===== src/rtl/pe_scatter_if.sv =====
// Upstream word stream and PE lane-vector bus for pe_scatter_unit.
// The flush input exists only when SCATTER_FLUSH_EN is defined.
interface pe_scatter_if #(
  parameter int unsigned PE_ELEMENTS = 4,
  parameter int unsigned DATA_LEN    = 32
);
  localparam int unsigned CW = $clog2(PE_ELEMENTS) + 1;

  logic [DATA_LEN-1:0] in_data;
  logic                in_valid;
  logic                in_ready;
  logic                in_bcast;
  logic [DATA_LEN-1:0] pe_in [PE_ELEMENTS];
  logic                pe_valid;
  logic                pe_ready;
  logic [CW-1:0]       fill_cnt;
`ifdef SCATTER_FLUSH_EN
  logic                flush;
`endif

  // Source/sink side driving the stream and consuming vectors
  modport master (
    output in_data, in_valid, in_bcast, pe_ready,
`ifdef SCATTER_FLUSH_EN
    output flush,
`endif
    input  in_ready, pe_in, pe_valid, fill_cnt
  );

  // Scatter unit side
  modport slave (
    input  in_data, in_valid, in_bcast, pe_ready,
`ifdef SCATTER_FLUSH_EN
    input  flush,
`endif
    output in_ready, pe_in, pe_valid, fill_cnt
  );
endinterface


===== src/rtl/pe_scatter_unit.sv =====
// Scatters a scalar word stream into a PE_ELEMENTS-wide lane vector, with broadcast.
// Optional SCATTER_FLUSH_EN adds a flush input that zero-pads a partial vector.
module pe_scatter_unit #(
  parameter int unsigned PE_ELEMENTS = 4,
  parameter int unsigned DATA_LEN    = 32
) (
  input  logic          clk,
  input  logic          rstn,
  pe_scatter_if.slave   bus
);
  localparam int unsigned LW = $clog2(PE_ELEMENTS);
  localparam int unsigned CW = LW + 1;

  typedef enum logic [1:0] {IDLE, FILL, FULL} state_t;

  state_t              state_q, state_d;
  logic [CW-1:0]       fill_q, fill_d;
  logic [DATA_LEN-1:0] lanes_q [PE_ELEMENTS];
  logic [DATA_LEN-1:0] lanes_d [PE_ELEMENTS];
  logic                valid_q, valid_d;
  logic                in_xfer, out_xfer, last_lane;
`ifdef SCATTER_FLUSH_EN
  logic [CW-1:0]       pad_start;
`endif

  // Ready depends combinationally only on pe_ready; the rest is registered state
  assign bus.in_ready = (state_q != FULL) || bus.pe_ready;
  assign in_xfer      = bus.in_valid && bus.in_ready;
  assign out_xfer     = valid_q && bus.pe_ready;
  assign last_lane    = (fill_q == CW'(PE_ELEMENTS - 1));

  assign bus.pe_valid = valid_q;
  assign bus.fill_cnt = fill_q;
  assign bus.pe_in    = lanes_q;

  always_comb begin
    state_d = state_q;
    fill_d  = fill_q;
    lanes_d = lanes_q;
    valid_d = valid_q;
`ifdef SCATTER_FLUSH_EN
    pad_start = fill_q + CW'(in_xfer);
`endif
    case (state_q)
      IDLE: begin
        if (in_xfer) begin
          if (bus.in_bcast) begin
            for (int i = 0; i < PE_ELEMENTS; i++) lanes_d[i] = bus.in_data;
            fill_d  = CW'(PE_ELEMENTS);
            valid_d = 1'b1;
            state_d = FULL;
          end else begin
            lanes_d[0] = bus.in_data;
            fill_d     = CW'(1);
            state_d    = FILL;
          end
        end
      end
      FILL: begin
        // Broadcast is ignored mid-vector; the word lands in the next lane
        if (in_xfer) begin
          lanes_d[fill_q[LW-1:0]] = bus.in_data;
          fill_d = fill_q + CW'(1);
          if (last_lane) begin
            valid_d = 1'b1;
            state_d = FULL;
          end
        end
`ifdef SCATTER_FLUSH_EN
        if (bus.flush) begin
          for (int i = 0; i < PE_ELEMENTS; i++)
            if (CW'(i) >= pad_start) lanes_d[i] = '0;
          fill_d  = CW'(PE_ELEMENTS);
          valid_d = 1'b1;
          state_d = FULL;
        end
`endif
      end
      FULL: begin
        if (out_xfer) begin
          if (in_xfer && bus.in_bcast) begin
            for (int i = 0; i < PE_ELEMENTS; i++) lanes_d[i] = bus.in_data;
            fill_d = CW'(PE_ELEMENTS);
          end else if (in_xfer) begin
            lanes_d[0] = bus.in_data;
            fill_d     = CW'(1);
            valid_d    = 1'b0;
            state_d    = FILL;
          end else begin
            fill_d  = '0;
            valid_d = 1'b0;
            state_d = IDLE;
          end
        end
      end
      default: begin
        fill_d  = '0;
        valid_d = 1'b0;
        state_d = IDLE;
      end
    endcase
  end

  always_ff @(posedge clk or negedge rstn) begin
    if (!rstn) begin
      state_q <= IDLE;
      fill_q  <= '0;
      valid_q <= 1'b0;
      for (int i = 0; i < PE_ELEMENTS; i++) lanes_q[i] <= '0;
    end else begin
      state_q <= state_d;
      fill_q  <= fill_d;
      valid_q <= valid_d;
      lanes_q <= lanes_d;
    end
  end
endmodule


===== src/flat_wrapper.sv =====
// flat-port wrapper written by rule: the top's interface ports become plain ports
module pe_scatter_unit_flat 
#(
  parameter int unsigned PE_ELEMENTS = 4,
  parameter int unsigned DATA_LEN    = 32
)
  (clk, rstn, bus_in_data, bus_in_valid, bus_in_bcast, bus_pe_ready, bus_in_ready, bus_pe_in, bus_pe_valid, bus_fill_cnt);
  pe_scatter_if #(.PE_ELEMENTS(PE_ELEMENTS), .DATA_LEN(DATA_LEN)) bus_i ();
  input  logic clk;
  input  logic rstn;
  input wire logic [$bits(bus_i.in_data)-1:0] bus_in_data;
  input wire logic [$bits(bus_i.in_valid)-1:0] bus_in_valid;
  input wire logic [$bits(bus_i.in_bcast)-1:0] bus_in_bcast;
  input wire logic [$bits(bus_i.pe_ready)-1:0] bus_pe_ready;
  output wire logic [$bits(bus_i.in_ready)-1:0] bus_in_ready;
  output wire logic [$bits(bus_i.pe_in)-1:0] bus_pe_in;
  output wire logic [$bits(bus_i.pe_valid)-1:0] bus_pe_valid;
  output wire logic [$bits(bus_i.fill_cnt)-1:0] bus_fill_cnt;
  assign bus_i.in_data = bus_in_data;
  assign bus_i.in_valid = bus_in_valid;
  assign bus_i.in_bcast = bus_in_bcast;
  assign bus_i.pe_ready = bus_pe_ready;
  assign bus_in_ready = bus_i.in_ready;
  assign bus_pe_in = {>>{bus_i.pe_in}};
  assign bus_pe_valid = bus_i.pe_valid;
  assign bus_fill_cnt = bus_i.fill_cnt;
  pe_scatter_unit #(.PE_ELEMENTS(PE_ELEMENTS), .DATA_LEN(DATA_LEN)) u_core (.clk(clk), .rstn(rstn), .bus(bus_i));
endmodule

===== config.mk =====
export PLATFORM = sky130hd
export DESIGN_NAME = pe_scatter_unit_flat
export DESIGN_NICKNAME = d
export VERILOG_FILES = /design/src/rtl/pe_scatter_if.sv /design/src/rtl/pe_scatter_unit.sv /design/src/flat_wrapper.sv
export SDC_FILE = /design/constraint.sdc
export NUM_CORES = 1
export LEC_CHECK = 0
export CAP_MARGIN = 30
export CORE_AREA = 8 8 100 138
export CTS_BUF_LIST = sky130_fd_sc_hd__clkbuf_8 sky130_fd_sc_hd__clkbuf_16
export CTS_CLUSTER_DIAMETER = 120
export DETAILED_ROUTE_END_ITERATION = 6
export DIE_AREA = 0 0 108 146
export GPL_TIMING_DRIVEN = 0
export HOLD_SLACK_MARGIN = 0.08
export MAX_ROUTING_LAYER = met4
export PLACE_DENSITY = 0.83
export SYNTH_ARGS = -nofsm -noshare
export SYNTH_HDL_FRONTEND = slang
export SYNTH_SLANG_ARGS = --single-unit

===== constraint.sdc =====
create_clock -name clk -period 3.4 [get_ports clk]
set_input_delay 0.68 -clock clk [delete_from_list [all_inputs] [get_ports clk]]
set_output_delay 0.68 -clock clk [all_outputs]
set_load 0.01 [all_outputs]

==> flow_summary.toml <==
[hold_path]
hold_path.class = "input pin to asynchronous set/reset pin"

[cts]
post_cts_buffers = 0
clock-sinks = 134
worstSkewPairLatency_ns = 0.41
cts-root-buf = "clkbuf_16"
htree_levels = 4
hold_buffers = 0
cts_made_buffers = 17
clock_path_buffers = 2
cts_resized = 0
cts_tree = "built"
clk_pin_slew_ns = 0.06

[sta]
finalHoldViolCount = 0
slew_headroom = 0.655
fin_crit_ns = 2.63
finalCritPeriodShare = 0.774
grt_setup_unrepaired = "false"
tns_ns = 0
clock_skew_ns = 0.00865
holdWs_ns = 0.141
setup_viol = 0
tightest_slew_ns = 0.518
finalMaxSlewViolations = 0
fmax_mhz = 380

[yosys]
synth_area_leaders = "dfrtp_1, mux2_4, mux2_2, buf_12, mux2_1"
yosysUniqueCellTypes = 33
synth_area_um2 = 5710
synth_edf_count = 0
async_reset_ff_frac = 1.00
syn_area_per_cell_um2 = 17.5
ys_ff_latch = 134
synthCells = 326
yosys_warnings = 0
yosysTopAreaCellShare = 0.587
synth_nets = 368
seq_area_frac_synth = 0.587
synth_flop_cell = "dfrtp_1"
synth_area_leader_cell = "dfrtp_1"

[global_route]
antenna_found_initial = 0
grt_max_degree = 105
groute.usage.overall = 0.200
overflow = 0
grt_pass1_vias = 3886
grt_pass1_wl_um = 23200

[power]
netSwitchingFraction = 0.303
p_int_mw = 6.45
p_clk_frac = 0.210
switchingPower_mw = 2.80
comb_power_share = 0.472
p_leak_nw = 3.61
vdd_drop_max_uv = 596
power_density_nw_per_um2 = 1120
seqPwrFrac = 0.317

[final_layout]
finalInstanceArea_um2 = 8240
drive_gt1_frac = 0.335
syn_to_final_growth_pct = 44.2
antenna_cells = 0
utilization = 0.704
nets = 556
fillers = 780

[drt]
drt-total-wl_um = 14600
vias = 3422
first_pass_iters = 4
drtAntennaViolNets = 0
drt_iter0_markers = 161
drc = 0
via_per_inst = 5.08
wl_per_cell_um = 21.7

[place]
dp_hpwl_um = 10600
place.gp.congestion = 0.769
portBuffers = 168
placed_cell_area_um2 = 7610

[critical_path]
crit_chain = "clkdlybuf4s50_1, nand2b_1, clkdlybuf4s50_1"
critPathKind = "input pin to primary output"
required_ns = 2.72
crit_path_end_kind = "primary output"
start_kind = "input pin"
cpMaxStageDelayCell = "clkdlybuf4s50_1"
cp_slowest_stage_delay_ns = 0.59
critPathMostFrequentCell = "clkdlybuf4s50_1"
arrival_ns = 1.95
cp_max_fo = 5

[die]
die_area_um2 = 15800
die_y_um = 146
start_util = 0.488
die_x_um = 108
core_um2 = 11700
core.rowCount = 47
ioPinCount = 170

[status]
status = "complete, no violations"

[job]
drv_cap = 0
[synthesized netlist by cell type, drive strengths merged (2+ instances only)]
cell    count
inv         4
buf        14
o21a        3
o21ai       4
ha          5
nor2b       2
nand2b      3
a21oi       5
dfrtp     134
nand2      10
mux2      128
[final timing paths]
path | from | endpoint | slack (ns) | cells after the start
max | bus_pe_ready | bus_in_ready | 0.77 | 3
min | rstn | u_core.bus.pe_in[1] | 0.14 | 1
max reg2reg | u_core.bus.fill_cnt[0] | u_core.bus.pe_in[114] | 1.54 | 7
min reg2reg | u_core.bus.pe_in[110] | u_core.bus.pe_in[110] | 0.50 | 1
max in group asynchronous | rstn | u_core.bus.pe_in[48] | 2.47 | 2
min in group clk | u_core.bus.pe_in[110] | u_core.bus.pe_in[110] | 0.50 | 1
[power groups by stage]
stage               logic, mW  clock network [mW]  registers [mW]
finish                   4.37                1.94            2.94
global route             4.61                2.05            3.03
CTS                      4.45                1.98            2.93
detailed placement       4.42                   0            2.94
global placement         4.33                   0            2.89
floorplan                1.86                   0            3.25
[cells in the final DEF (no fill, tap or decap), types with 2 or more instances in the layout]
cell type and count:
a21oi_1 4, buf_12 9, buf_4 3, buf_6 2, bufinv_16 4, clkbuf_16 17, clkbuf_8 2, clkdlybuf4s50_1 167
clkinv_2 3, clkinv_4 2, clkinvlp_4 2, dfrtp_1 134, ha_1 5, inv_1 4, mux2_1 6, mux2_2 32
mux2_4 90, nand2_1 9, nand2b_1 3, nor2b_1 2, o21a_4 3, o21ai_0 2, o21ai_1 2
[worst max-delay path, delay by kind of cell]
kind,cells,cell delay (ns)
simple gates,1,0.14
buf+inv,2,1.13
[state kept, by name (all words and copies together) (netlist names)]
register	flops
u_core.bus.pe_in	128
u_core.bus.fill_cnt	3
u_core.state_q	2
u_core.bus.pe_valid	1
[layout make-up]
cell class,count,area (um^2),share of cell area
multi-input cells,172,2120,0.257
plain buffers,15,223,0.0270
repair buffers,169,1710,0.208
clock buffers,19,453,0.0550
clock inverters,12,176,0.0214
inverters,5,18.8,0.00228
flip-flops and latches,134,3350,0.407
well taps,147,184,0.0223
[cell families after synthesis]
| logic type | count (synthesis) | synth area share |
|---|---|---|
| compound gates | 20 | 0.0294 |
| mux | 128 | 0.312 |
| buf+inv | 20 | 0.0423 |
| simple gates | 19 | 0.0188 |
| flops | 134 | 0.587 |
| fa+ha+maj | 5 | 0.0110 |
[through the flow]
step / cells / setup slack [ns] / power (mW)
2_1_floorplan: 326 / 1.53 / 5.11
3_3_place_gp: 641 / -3.35 / 7.22
5_1_grt: 673 / 0.717 / 9.69
3_5_place_dp: 642 / 0.773 / 7.36
4_1_cts: 673 / 0.762 / 9.37
6_report: 673 / 0.770 / 9.25
[per-layer routing]
layer | vias up | part of all wire | global-route usage
met3 | 23 | 0.046 | 0.0443
met4 | 0 | 0.026 | 0.0906
met5 | - | 0 | -
met1 | 1753 | 0.39 | 0.217
met2 | 112 | 0.54 | 0.337
li1 | 1534 | - | -
(Power assumes the default switching activity.)
